--- src/rtl/ccu_pkg.sv ---
// Shared definitions for the crossing control unit: multiplier codes,
// timer state encoding and default timing constants.
package ccu_pkg;

    localparam logic [1:0] MULT_GUARD = 2'd0;
    localparam logic [1:0] MULT_GREEN = 2'd1;
    localparam logic [1:0] MULT_RED   = 2'd3;

    typedef enum logic [1:0] {
        IDLE  = 2'd0,
        RUN   = 2'd1,
        FIRED = 2'd2
    } timer_state_t;

    localparam int DEF_TICK_DIV    = 1000;
    localparam int DEF_BASE_TICKS  = 5;
    localparam int DEF_GUARD_TICKS = 2;

    function automatic int max_int(input int a, input int b);
        return (a > b) ? a : b;
    endfunction

    // Width that holds the longest phase (multiplier 3) or the guard phase.
    function automatic int ticks_width(input int base_ticks, input int guard_ticks);
        return $clog2(max_int(3 * base_ticks, guard_ticks) + 1);
    endfunction

endpackage

--- src/rtl/tick_prescaler.sv ---
// Divides clk down to a base tick: counts 0..TICK_DIV-1 while enabled and
// flags the edge on which the count wraps.
module tick_prescaler
    import ccu_pkg::*;
#(
    parameter int TICK_DIV = DEF_TICK_DIV
) (
    input  logic i_clk,
    input  logic i_reset,
    input  logic i_clear,
    input  logic i_enable,
    output logic o_tick
);

    localparam int             PW   = $clog2(TICK_DIV);
    localparam logic [PW-1:0]  LAST = PW'(TICK_DIV - 1);

    logic [PW-1:0] r_count;
    logic          w_wrap;

    assign w_wrap = (r_count == LAST);

    // A clear on the wrap edge swallows that tick.
    assign o_tick = i_enable && w_wrap && !i_clear;

    // NOTE: sequential state uses non-blocking assignments so every register
    // samples the pre-edge values, independent of block evaluation order.
    always_ff @(posedge i_clk or negedge i_reset) begin
        if (!i_reset) begin
            r_count <= '0;
        end else if (i_clear) begin
            r_count <= '0;
        end else if (i_enable) begin
            r_count <= w_wrap ? '0 : r_count + PW'(1);
        end
    end

endmodule

--- src/rtl/crossing_timer.sv ---
// Phase timer for the pedestrian crossing controller: loads a phase length on
// tr, counts it down in base ticks and pulses proceed when it elapses.
module crossing_timer
    import ccu_pkg::*;
#(
    parameter  int TICK_DIV    = DEF_TICK_DIV,
    parameter  int BASE_TICKS  = DEF_BASE_TICKS,
    parameter  int GUARD_TICKS = DEF_GUARD_TICKS,
    localparam int CW          = ticks_width(BASE_TICKS, GUARD_TICKS)
) (
    input  logic          i_clk,
    input  logic          i_reset,      // asynchronous, active low
    input  logic          i_tr,
    input  logic [1:0]    i_multiplier,
    input  logic          i_hold,
    output logic          o_proceed,
    output logic          o_busy,
    output logic [CW-1:0] o_ticks_left
);

    timer_state_t  r_state;
    logic [CW-1:0] r_ticks_left;
    logic          r_proceed;
    logic          r_busy;

    logic [CW-1:0] w_load;
    logic          w_enable;
    logic          w_tick;

    // NOTE: every signal written in always_comb gets a default first so no
    // path leaves it unassigned and no latch is inferred.
    always_comb begin
        w_load = CW'(GUARD_TICKS);
        if (i_multiplier != MULT_GUARD) begin
            w_load = CW'(i_multiplier) * CW'(BASE_TICKS);
        end
    end

    // Hold freezes only the running phase; IDLE and FIRED ignore it.
    assign w_enable = (r_state == RUN) && !i_hold;

    tick_prescaler #(
        .TICK_DIV (TICK_DIV)
    ) u_prescaler (
        .i_clk    (i_clk),
        .i_reset  (i_reset),
        .i_clear  (i_tr),
        .i_enable (w_enable),
        .o_tick   (w_tick)
    );

    always_ff @(posedge i_clk or negedge i_reset) begin
        if (!i_reset) begin
            r_state      <= IDLE;
            r_ticks_left <= '0;
            r_proceed    <= 1'b0;
            r_busy       <= 1'b0;
        end else if (i_tr) begin
            r_state      <= RUN;
            r_ticks_left <= w_load;
            r_proceed    <= 1'b0;
            r_busy       <= 1'b1;
        end else begin
            case (r_state)
                RUN: begin
                    r_proceed <= 1'b0;
                    if (w_tick) begin
                        if (r_ticks_left <= CW'(1)) begin
                            r_state      <= FIRED;
                            r_ticks_left <= '0;
                            r_proceed    <= 1'b1;
                            r_busy       <= 1'b0;
                        end else begin
                            r_ticks_left <= r_ticks_left - CW'(1);
                        end
                    end
                end
                FIRED: begin
                    r_state   <= IDLE;
                    r_proceed <= 1'b0;
                end
                default: begin
                    r_state      <= IDLE;
                    r_ticks_left <= '0;
                    r_proceed    <= 1'b0;
                    r_busy       <= 1'b0;
                end
            endcase
        end
    end

    assign o_proceed    = r_proceed;
    assign o_busy       = r_busy;
    assign o_ticks_left = r_ticks_left;

endmodule

--- config.mk ---
export PLATFORM = sky130hd
export DESIGN_NAME = crossing_timer
export DESIGN_NICKNAME = d
export VERILOG_FILES = /design/src/rtl/ccu_pkg.sv /design/src/rtl/tick_prescaler.sv /design/src/rtl/crossing_timer.sv
export SDC_FILE = /design/constraint.sdc
export NUM_CORES = 1
export LEC_CHECK = 0
export BUFFER_PORTS_ARGS = -buffer_cell sky130_fd_sc_hd__buf_4
export CAP_MARGIN = 20
export CORE_MARGIN = 2
export CORE_UTILIZATION = 52
export CTS_CLUSTER_DIAMETER = 30
export CTS_CLUSTER_SIZE = 14
export DETAILED_ROUTE_END_ITERATION = 16
export GPL_TIMING_DRIVEN = 0
export PLACE_DENSITY = 0.72
export SLEW_MARGIN = 20
export SYNTH_ARGS = -nofsm -noshare
export SYNTH_HDL_FRONTEND = slang
export SYNTH_SLANG_ARGS = --single-unit
export TNS_END_PERCENT = 100
--- constraint.sdc ---
create_clock -name i_clk -period 5.43 [get_ports i_clk]
set_clock_uncertainty 0.1 [all_clocks]
set_input_delay 0.8145 -clock i_clk [delete_from_list [all_inputs] [get_ports i_clk]]
set_output_delay 0.8145 -clock i_clk [all_outputs]
set_load 0.02 [all_outputs]
* Word-level counts from Yosys, hierarchy flattened *
Cells that the tools add are included.

operators by class
  $add $sub $neg = 2
  $mul = 1
  $lt $le $gt $ge = 1
  equality and inequality tests = 6
  mux-type cells = 20
  reduce and logical (&&, ||, !) cells = 10

operators by type and width
  cell                   number
  $mux 10                3
  $mux 4                 4
  $add 10x1->10 const B  1
  $eq 10x10->1 const B   1
  $mux 2                 4
  $pmux 4 s2             1
  $mux 1                 7
  $ne 3x2->1 const B     2
  $le 4x1->1 const B     1
  $mul 2x3->4 const B    1
  $reduce_and 2->1       2
  $reduce_bool 2->1      2
  $sub 4x1->4 const B    1
  $logic_and 1x1->1      3
  $reduce_and 3->1       1
  $eq 2x1->1 const B     1
  $eq 2x2->1 const B     1
  $logic_not 1->1        2
  $ne 2x2->1 const B     1
  $pmux 1 s2             1

word-level totals
  flip-flop bits (word level) = 18
  input port bits = 6
  output and inout bits = 6

* Depth between registers and ports, before layout *
Gate-level depths: netlist of run 1.

  word-level depth = 7
  gate-level depth with buffers = 6

* Cells and area by module *
A second synthesis of run 1 with hierarchy kept.

unflattened totals
  cells, all modules = 101
  area total of the unflattened synthesis = 1,009.7 µm²

modules (own cells, without submodules)
  module          times used  cells an instance  area each (µm²)  seq. area each (µm²)
  tick_prescaler  1           55                 554.3            250.2
  crossing_timer  1           46                 455.4            200.2

* Worst setup path after synthesis of run 1 *
No wires, ideal clock.

  path kind = input port to flip-flop
  start = in i_tr
  end = reg r_ticks_left[3] (netlist: o_ticks_left[3])
  setup time = 0.087 ns
  arrival time = 1.929 ns
  required time = 5.243 ns
  slack = 3.314 ns
  stages on the path = 5
  buffers on the path = 1
  path through = buf_2 nor3b_2 o31ai_1 or4_1 o211ai_1

between the ends
  longest elaborated chain between the ends = 4

RTL lines
  item                               line                  source
  from (decl)                        crossing_timer.sv:13  input logic i_tr,
  $logic_not 1->1                    tick_prescaler.sv:24  assign o_tick = i_enable && w_wrap && !i_clear;
  $logic_and 1x1->1                  tick_prescaler.sv:24
  $ne 3x2->1 (no source line)        -
  $reduce_and 2->1 (no source line)  -
  to (signal assigned)               crossing_timer.sv:60  r_ticks_left <= w_load;
  to (signal assigned)               crossing_timer.sv:74  r_ticks_left <= r_ticks_left - CW'(1);
  to (decl)                          crossing_timer.sv:22  logic [CW-1:0] r_ticks_left;

Parallel ways exist; a longest one is shown, timed or not.
A chain may end at the register's enable or synchronous reset.

* Worst setup path after layout of run 1 *
Ends and elaborated chain as after synthesis.

==> reports/qor.csv, run 1 <==
metric,value,unit
Final Slew Violations,0,
CP required,5.54,ns
"antenna viol nets, final",0,
die width,49.1,µm
GRT Overall Usage,20.6,%
RSZ-0062 raised after global routing,no,
placed cell areas,1170,µm²
Seq cells post-synth,18,
CTS Hold Bufs,0,
final hold violation count,0,
Post-synth top cells,"dfrtp_1 (18), nand2_1 (8), nor2_1 (7)",
Max clock buf depth,2,
Post-Route WL,2170,µm
clock-pin slew on the worst setup and hold paths,0.10,ns
grt ovf,0,
Synthesized Nets,117,
DP Wirelength,1570,µm
Yosys top cell area share,42.5,%
status,"complete, no violations",
vias in the first global route,875,
Clock Sinks,18,
initial core utilization,54.6,%
# DRC,0,
CTS tree,yes,
"EDFF count, synth",0,
Lkg Pwr,0.000527,µW
1st-pass router iterations,4,
setup repair bufs after CTS,0,
ys async rst share,100,%
synth top area cells,"dfrtp_1 (43%), xor2_1 (5.0%), ha_1 (3.5%), nand2b_1 (3.5%), o211ai_1 (3.5%)",
maximum number of pins on one net before global-route repair,19,
synth unique cells,37,
Die Area,2420,µm²
Num CTS Buffers,3,
"Primary FF master, synth",dfrtp_1,
core area,1940,µm²
Mapped Area,1060,µm²
fmax,0.499,GHz
"count leader, synth",dfrtp_1,
"Period Utilization, post-route",36.9,%
Iteration-0 DRC Markers,34,
wire per inst,14.5,µm
WP data arrival,2.11,ns
routability congestion estimate,0.861,
initial antenna violation count,0,
fin nets,132,
Post-CTS Resized,0,
"Seq/Total Area, Yosys",42.5,%
ANT cells,0,
final worst path period need,2.00,ns
Ys Warns,0,
Worst VDD drop,0.206,mV
global-route wire length before repair,3880,µm
Port Buffers,10,
Vias,886,
worst setup path class,in2reg,
CP Capture Type,register,
Die Y,49.1,µm
syn_area_per_cell,9.81,µm²
Min-Delay Path Class,in2async,
startpoint types,primary input,
H-tree Lvls,1,
Mapped Cells,108,
Clk Tree Root Cell,clkbuf_4,
Cell Pwr Density,222,nW/µm²
vias per cell,5.95,
slew margin rel.,70.1,%
share of cells above drive strength 1,17.2,%
Crit Path Max Fanout,10,
worst slew pin tran,0.449,ns
insertion delay to the later sink of the worst-skew pair,0.28,ns
cell accounting for the most synthesized area,dfrtp_1,
layout overhead on the synthesized area,13.7,%
I/O pin count,12,
# Max-Cap Violations,0,
setup tns final,0,ns
Post-Layout Inst Area,1200,µm²
row cnt,16,
WHS,0.277,ns
final setup fails,0,
-- cells in the final DEF (no fill, tap or decap), drive strengths merged, types with 3 or more instances in the layout --
cell type  instances
o21ai              3
ha                 3
o211ai             5
o2111ai            3
clkbuf             5
and4               4
nand3              6
a21oi              4
xor2               6
nor2               7
or3                3
nand2              8
or4                3
inv                5
nor3b              3
dfrtp             18
buf               12
nand2b             6
-- registers in the layout (all words and copies together) (netlist names) --
register,cells
u_prescaler.r_count,10
o_ticks_left,4
r_state,2
o_busy,1
o_proceed,1
-- per-layer routing --
| metal | part of all wire, % | vias up | track usage (%) |
|---|---|---|---|
| met5 | 0 | - | 0 |
| met4 | 0.65 | 0 | 6.19 |
| met3 | 3.4 | 2 | 3.07 |
| met2 | 47 | 18 | 32.7 |
| li1 | - | 426 | - |
| met1 | 49 | 440 | 29.1 |
-- through the flow --
| stage | std cells | utilization, % | worst slack, ns | total power [µW] |
|---|---|---|---|---|
| floorplan | 108 | - | 3.31 | 172 |
| global placement | 145 | 60.2 | 3.16 | 189 |
| detailed placement | 145 | 60.2 | 3.14 | 190 |
| CTS | 149 | 62.0 | 3.44 | 270 |
| global route | 149 | 62.0 | 3.38 | 286 |
| finish | 149 | 62.0 | 3.43 | 268 |
-- cell families (layout without fill, tap and decap cells) --
kind of cell               count (synthesis)  in the layout  share of synthesized area [%]
and+or+nand+nor                           50             50                           30.6
AOI/OAI and AO/OA                         22             22                           14.3
DFF                                       18             18                           42.5
buffers and inverters                      8             22                           3.07
xor gates and xnor gates                   6              6                           4.96
adders and majority gates                  3              3                           3.54
muxes                                      1              1                           1.06
-- path summary, 6_finish.rpt --
kind                                                         start                                 end  slack [ns]  depth (start not counted)
worst max-delay path                                          i_tr         o_ticks_left[3]$_DFFE_PN0P_        3.43                          5
worst min-delay path                                       i_reset  u_prescaler.r_count[3]$_DFFE_PN0P_        0.28                          1
worst max register to register  u_prescaler.r_count[0]$_DFFE_PN0P_         o_ticks_left[3]$_DFFE_PN0P_        3.47                          5
worst min register to register                  o_busy$_DFFE_PN0P_                  o_busy$_DFFE_PN0P_        0.43                          2
max in group asynchronous                                  i_reset         o_ticks_left[0]$_DFFE_PN0P_        4.76                          1
min in group i_clk                              o_busy$_DFFE_PN0P_                  o_busy$_DFFE_PN0P_        0.43                          2
-- area by class of cell --
type                            instances  area (µm²)
Fill cell                             176         737
Multi-Input combinational cell         82         577
Sequential cell                        18         450
Timing Repair Buffer                   10        75.1
Clock buffer                            4        36.3
Tap cell                               27        33.8
Inverter                                5        18.8
Buffer                                  3        13.8
-- critical path: stages --
cell,delay (ns)
buf_2,0.17
nor3b_2,0.28
o31ai_1,0.16
or4_1,0.51
o211ai_1,0.17
-- where the power goes --
group          total (µW)  switching [µW]  internal [µW]
sequential            145            5.31            139
combinational        43.2            26.5           16.7
clock                79.9            39.1           40.8
Power figures use the tool's default switching activity.
==> run 2, diff against run 1 <==
- CORE_UTILIZATION: 52 -> 51
- PLACE_DENSITY: 0.72 -> 0.74
- clock period: 5.43 -> 1.65 ns (I/O delays scaled with it)
==> run 2 against run 1 <==
Against the previous run:
- non-clock buffer count grew 15
- count of clock-buffer cells in the layout did not move
- critical endpoint unchanged
- the run now ends with negative setup slack left
- largest cell class unchanged
- sequential cell count did not move
- worst hold slack got worse by 0.22 ns
==> reports/qor.csv, run 2 (synthesized netlist as in run 1, its figures left out) <==
metric,value,unit,change
status,"finished, violations left",,
failing checks,negative setup slack,,
clock-pin slew on the worst setup and hold paths,0.11,ns,about the same
Die Y,49.6,µm,+0.90%
RSZ-0062 raised after global routing,yes,,
row cnt,16,,unchanged
initial core utilization,54.0,%,-0.56 points
CTS tree,yes,,
Clock Sinks,18,,unchanged
fin cells,164,,+10%
WHS,0.0567,ns,-0.221 ns
initial antenna violation count,0,,unchanged
final worst path period need,1.74,ns,
DP Cell Count,145,,unchanged
hold wc startpoint,i_multiplier[1],,
max reg flops,10,,unchanged
CP Capture Type,register,,
final hold violation count,0,,unchanged
core area,1960,µm²,+1.0%
"Period Utilization, post-route",106,%,
final setup fails,8,,+8
GRT Overall Usage,23.3,%,+2.7 points
share of cells above drive strength 1,40.9,%,+24 points
# fillers,151,,-14%
H-tree Lvls,1,,unchanged
fmax,0.574,GHz,
Port Buffers,10,,unchanged
Reg with most FFs,u_prescaler.r_count,,
"antenna viol nets, final",0,,unchanged
Num CTS Buffers,3,,unchanged
die width,49.6,µm,+0.90%
maximum number of pins on one net before global-route repair,19,,unchanged
worst slew pin tran,0.438,ns,-0.0101 ns
register area,457,µm²,+1.4%
Post-Layout Inst Area,1400,µm²,+16%
grt ovf,0,,unchanged
layout overhead on the synthesized area,32.0,%,
placed cell areas,1180,µm²,+0.86%
crit-path cells,ha_2 -> nor2_2 -> o31ai_2 -> or4_4 -> o211ai_1,,
1st-pass router iterations,6,,+2
Vias,995,,+12%
crit path from,o_ticks_left[0]$_DFFE_PN0P_,,
R2R Path Start,o_ticks_left[0]$_DFFE_PN0P_,,
fin nets,147,,+11%
Final Slew Violations,0,,unchanged
Cell Pwr Density,678,nW/µm²,+210%
insertion delay to the later sink of the worst-skew pair,0.31,ns,+0.03 ns
setup tns final,-0.333,ns,-0.333 ns
WP data arrival,1.88,ns,-0.23 ns
slew margin rel.,70.8,%,+0.71 points
"Power, Total",949,µW,+250%
ANT cells,0,,unchanged
startpoint types,register,,
Post-Route WL,2640,µm,+22%
wire per inst,16.1,µm,+11%
global-route wire length before repair,4440,µm,+15%
area of the multi-input gates,646,µm²,+12%
worst setup path class,reg2reg,,
# DRC,0,,unchanged
Max clock buf depth,2,,unchanged
I/O pin count,12,,unchanged
Clk Tree Root Cell,clkbuf_4,,
Lkg Pwr,0.000595,µW,+13%
routability congestion estimate,0.821,,-4.7%
"commonest cells after routing, fill and taps aside","buf_4 (23), dfrtp_1 (13), nand2_1 (8)",,
"crit path setup slack, layout",-0.0924,ns,-3.52 ns
Die Area,2460,µm²,+1.8%
Worst path slowest cell,or4_4,,
DP Wirelength,1580,µm,+0.60%
"slowest stage delay, CP",0.52,ns,about the same
Crit Path Max Fanout,3,,-7
vias in the first global route,983,,+12%
Worst VDD drop,0.531,mV,+160%
# Max-Cap Violations,0,,unchanged
"commonest non-fill, non-tap cell in the layout",buf_4,,
CP required,1.79,ns,-3.75 ns
Min-Delay Path Class,in2reg,,
Iteration-0 DRC Markers,19,,-44%
vias per cell,6.07,,+2.0%
## run 2: stage by stage
step / setup WS [ns] / util (%)
after global routing: -0.177 / 71.3
after CTS: -0.119 / 68.2
final: -0.0924 / 71.3
after floorplan: -0.0486 / -
after global placement: -0.125 / 60.1
after detailed placement: -0.136 / 60.1
## run 2: where the power goes
part	total [µW]	internal, µW	switching (µW)	leakage, µW
Sequential	478	460	18.3	0.000226
Combinational	186	81.2	105	0.000348
Clock	284	135	149	0.0000210
## run 2: repair_timing
item | CTS | global route
endpoints found under the hold margin | 18 | 0
pin swaps | 10 | 9
hold buffers | 1 | 0
gates resized for setup | 12 | 7
setup buffers | 9 | 5
setup endpoints to repair | 8 | 15
## run 2: worst max-delay path: cells and delay by family, from the launching register on
| family | cells | cell delay [ns] |
|---|---|---|
| compound gates | 2 | 0.28 |
| fa+ha+maj | 1 | 0.19 |
| flops | 1 | 0.44 |
| simple gates | 2 | 0.66 |
## run 2: final timing paths
kind,end,slack [ns],cells after the start
min in group asynchronous,o_ticks_left[2]$_DFFE_PN0P_,0.22,2
hold / removal,o_ticks_left[3]$_DFFE_PN0P_,0.06,3
setup reg to reg,o_ticks_left[3]$_DFFE_PN0P_,-0.09,5
setup / recovery,o_ticks_left[3]$_DFFE_PN0P_,-0.09,5
max in group asynchronous,r_state[1]$_DFFE_PN0P_,1.01,2
hold reg to reg,o_ticks_left[1]$_DFFE_PN0P_,0.44,1
## run 2: metal layers
| layer | vias to the layer above | wire [µm] | global-route usage [%] |
|---|---|---|---|
| met1 | 476 | 1100 | 31.4 |
| li1 | 458 | - | - |
| met3 | 12 | 151 | 2.73 |
| met2 | 49 | 1290 | 38.4 |
| met5 | - | 0 | 0 |
| met4 | 0 | 93 | 8.33 |
## run 2: area by class of cell
class	instances	share of cell area, %
buffer	3	0.984
clock buffer	4	2.59
inverter	5	1.34
multi-input combinational	82	46.2
sequential	18	32.6
tap	27	2.42
timing repair buffer	25	13.9
==> run 3, diff against run 2 <==
- CORE_MARGIN: 2 -> unset
- SLEW_MARGIN: 20 -> unset
==> run 3 against run 2 <==
Against the previous run:
- the run still ends with negative setup slack left
- setup slack worse by 0.019 ns
- count of clock-buffer cells in the layout unchanged
- global-route usage is 0.97 points lower
- register-to-register slack worse by 0.02 ns
- sequential power about the same
- die area shrank 7.9%
- first-iteration DRC count is 53% lower
- total power fell by 1.8%
- clock power down 2%
- fmax fell by 1.1%
- final cell count fell by 1.8%
- sequential cell count did not move
- critical path type unchanged
- highest routed layer unchanged
==> reports/qor.csv, run 3 (synthesized netlist as in run 1, its figures left out) <==
metric,value,unit,change
CP required,1.78,ns,about the same
Clk pwr share,29.8,%,about the same
grt ovf,0,,unchanged
Port Buffers,10,,unchanged
RSZ-0062 raised after global routing,yes,,
Die Y,47.6,µm,-4.0%
vias in the first global route,824,,-16%
final hold violation count,0,,unchanged
max reg flops,10,,unchanged
fin cells,161,,-1.8%
insertion delay to the later sink of the worst-skew pair,0.30,ns,about the same
core area,1960,µm²,unchanged
slew margin rel.,71.1,%,+0.33 points
initial core utilization,54.0,%,unchanged
Max clock buf depth,2,,unchanged
clock-pin slew on the worst setup and hold paths,0.11,ns,about the same
H-tree Lvls,1,,unchanged
fin util,70.7,%,-0.64 points
Post-Route WL,2470,µm,-6.3%
Clock Sinks,18,,unchanged
"crit path setup slack, layout",-0.111,ns,-0.0189 ns
share of cells above drive strength 1,39.6,%,-1.3 points
net switching share of the total power,28.1,%,-0.59 points
1st-pass router iterations,4,,-2
"commonest cells after routing, fill and taps aside","buf_4 (20), dfrtp_1 (12), nand2_1 (8)",,
Min-Delay Path Class,in2reg,,
Num CTS Buffers,3,,unchanged
failing checks,negative setup slack,,
DP Wirelength,1590,µm,+0.55%
global-route wire length before repair,3500,µm,-21%
Int Pwr,669,µW,-0.96%
fmax,0.568,GHz,-1.1%
CP Capture Type,register,,
Cell Pwr Density,672,nW/µm²,-0.89%
WP data arrival,1.89,ns,about the same
"antenna viol nets, final",0,,unchanged
"Period Utilization, post-route",107,%,+1.1 points
wire per inst,15.4,µm,-4.5%
fin nets,144,,-2.0%
final worst path period need,1.76,ns,+0.0189 ns
# fillers,158,,+4.6%
Final Slew Violations,0,,unchanged
final setup fails,7,,-1
vias per cell,5.92,,-2.4%
switching pwr,262,µW,-3.8%
routability congestion estimate,0.804,,-2.0%
# Max-Cap Violations,0,,unchanged
Lkg Pwr,0.000576,µW,-3.3%
layout overhead on the synthesized area,30.8,%,
status,"finished, violations left",,
"commonest non-fill, non-tap cell in the layout",buf_4,,
I/O pin count,12,,unchanged
Worst VDD drop,0.540,mV,+1.6%
GRT Overall Usage,22.3,%,-0.97 points
area of the multi-input gates,654,µm²,+1.4%
Reg with most FFs,u_prescaler.r_count,,
Seq pwr share,51.5,%,+1.1 points
worst setup path class,reg2reg,,
Clk Tree Root Cell,clkbuf_4,,
CTS tree,yes,,
worst slew pin tran,0.433,ns,-0.00499 ns
Vias,953,,-4.2%
die width,47.6,µm,-4.0%
register area,458,µm²,+0.27%
initial antenna violation count,0,,unchanged
startpoint types,register,,
DP Cell Count,145,,unchanged
Crit Path Max Fanout,5,,+2
Die Area,2260,µm²,-7.9%
Comb pwr share,18.7,%,-1.0 points
maximum number of pins on one net before global-route repair,19,,unchanged
# DRC,0,,unchanged
ANT cells,0,,unchanged
Iteration-0 DRC Markers,9,,-10
row cnt,16,,unchanged
## run 3: path summary, 6_finish.rpt
check                                       startpoint                           to  slack (ns)  depth (start not counted)
max in group asynchronous                      i_reset       r_state[1]$_DFFE_PN0P_        0.99                          2
min in group asynchronous                      i_reset           o_busy$_DFFE_PN0P_        0.25                          2
max                             r_state[1]$_DFFE_PN0P_  o_ticks_left[3]$_DFFE_PN0P_       -0.11                          4
min                                    i_multiplier[1]  o_ticks_left[3]$_DFFE_PN0P_        0.07                          3
min reg2reg                o_ticks_left[1]$_DFFE_PN0P_  o_ticks_left[1]$_DFFE_PN0P_        0.44                          1
max reg2reg                     r_state[1]$_DFFE_PN0P_  o_ticks_left[3]$_DFFE_PN0P_       -0.11                          4
## run 3: layer usage
metal / up-vias / wire length [µm] / global-route usage [%]
met1: 478 / 1110 / 31.5
li1: 452 / - / -
met4: 0 / 37 / 10.0
met2: 19 / 1240 / 33.7
met3: 4 / 82 / 3.40
met5: - / 0 / 0
## run 3: critical path, stage by stage (launching register included)
cell      delay, ns
dfrtp_2        0.47
nor2b_4        0.15
or3_4          0.34
or4_4          0.48
o211ai_1       0.16
## run 3: repair_timing
item / 4_1_cts / 5_1_grt
gates cloned: 0 / 0
pin swaps: 8 / 10
hold endpoints to repair: 18 / 0
gates resized for setup: 8 / 11
buffers inserted: 7 / 4
endpoints found under the setup margin: 8 / 10
hold buffers: 1 / 0
## run 3: cell type report
cell class / instances / area share [%]
plain buffers: 3 / 0.993
clock buffers: 4 / 2.62
inverters: 5 / 1.35
multi-input cells: 82 / 47.2
flip-flops and latches: 18 / 33.0
well taps: 27 / 2.44
repair buffers: 22 / 12.4
## run 3: stage by stage
step	hold slack, ns	setup TNS [ns]	area (µm²)	setup slack, ns	power (µW)
floorplan	-0.148	-0.0527	1070	-0.0486	570
global route	0.0966	-1.03	1390	-0.189	982
global placement	0.0215	-0.581	1180	-0.122	624
CTS	0.0734	-0.195	1310	-0.144	915
detailed placement	0.0248	-0.800	1180	-0.152	629
finish	0.0707	-0.368	1390	-0.111	932
## run 3: power by group through the flow
stage / sequential (µW) / clock (µW) / combinational [µW]
6_report: 480 / 277 / 174
5_1_grt: 483 / 304 / 195
4_1_cts: 479 / 277 / 158
3_5_place_dp: 487 / 0 / 142
3_3_place_gp: 485 / 0 / 139
2_1_floorplan: 499 / 0 / 71.1
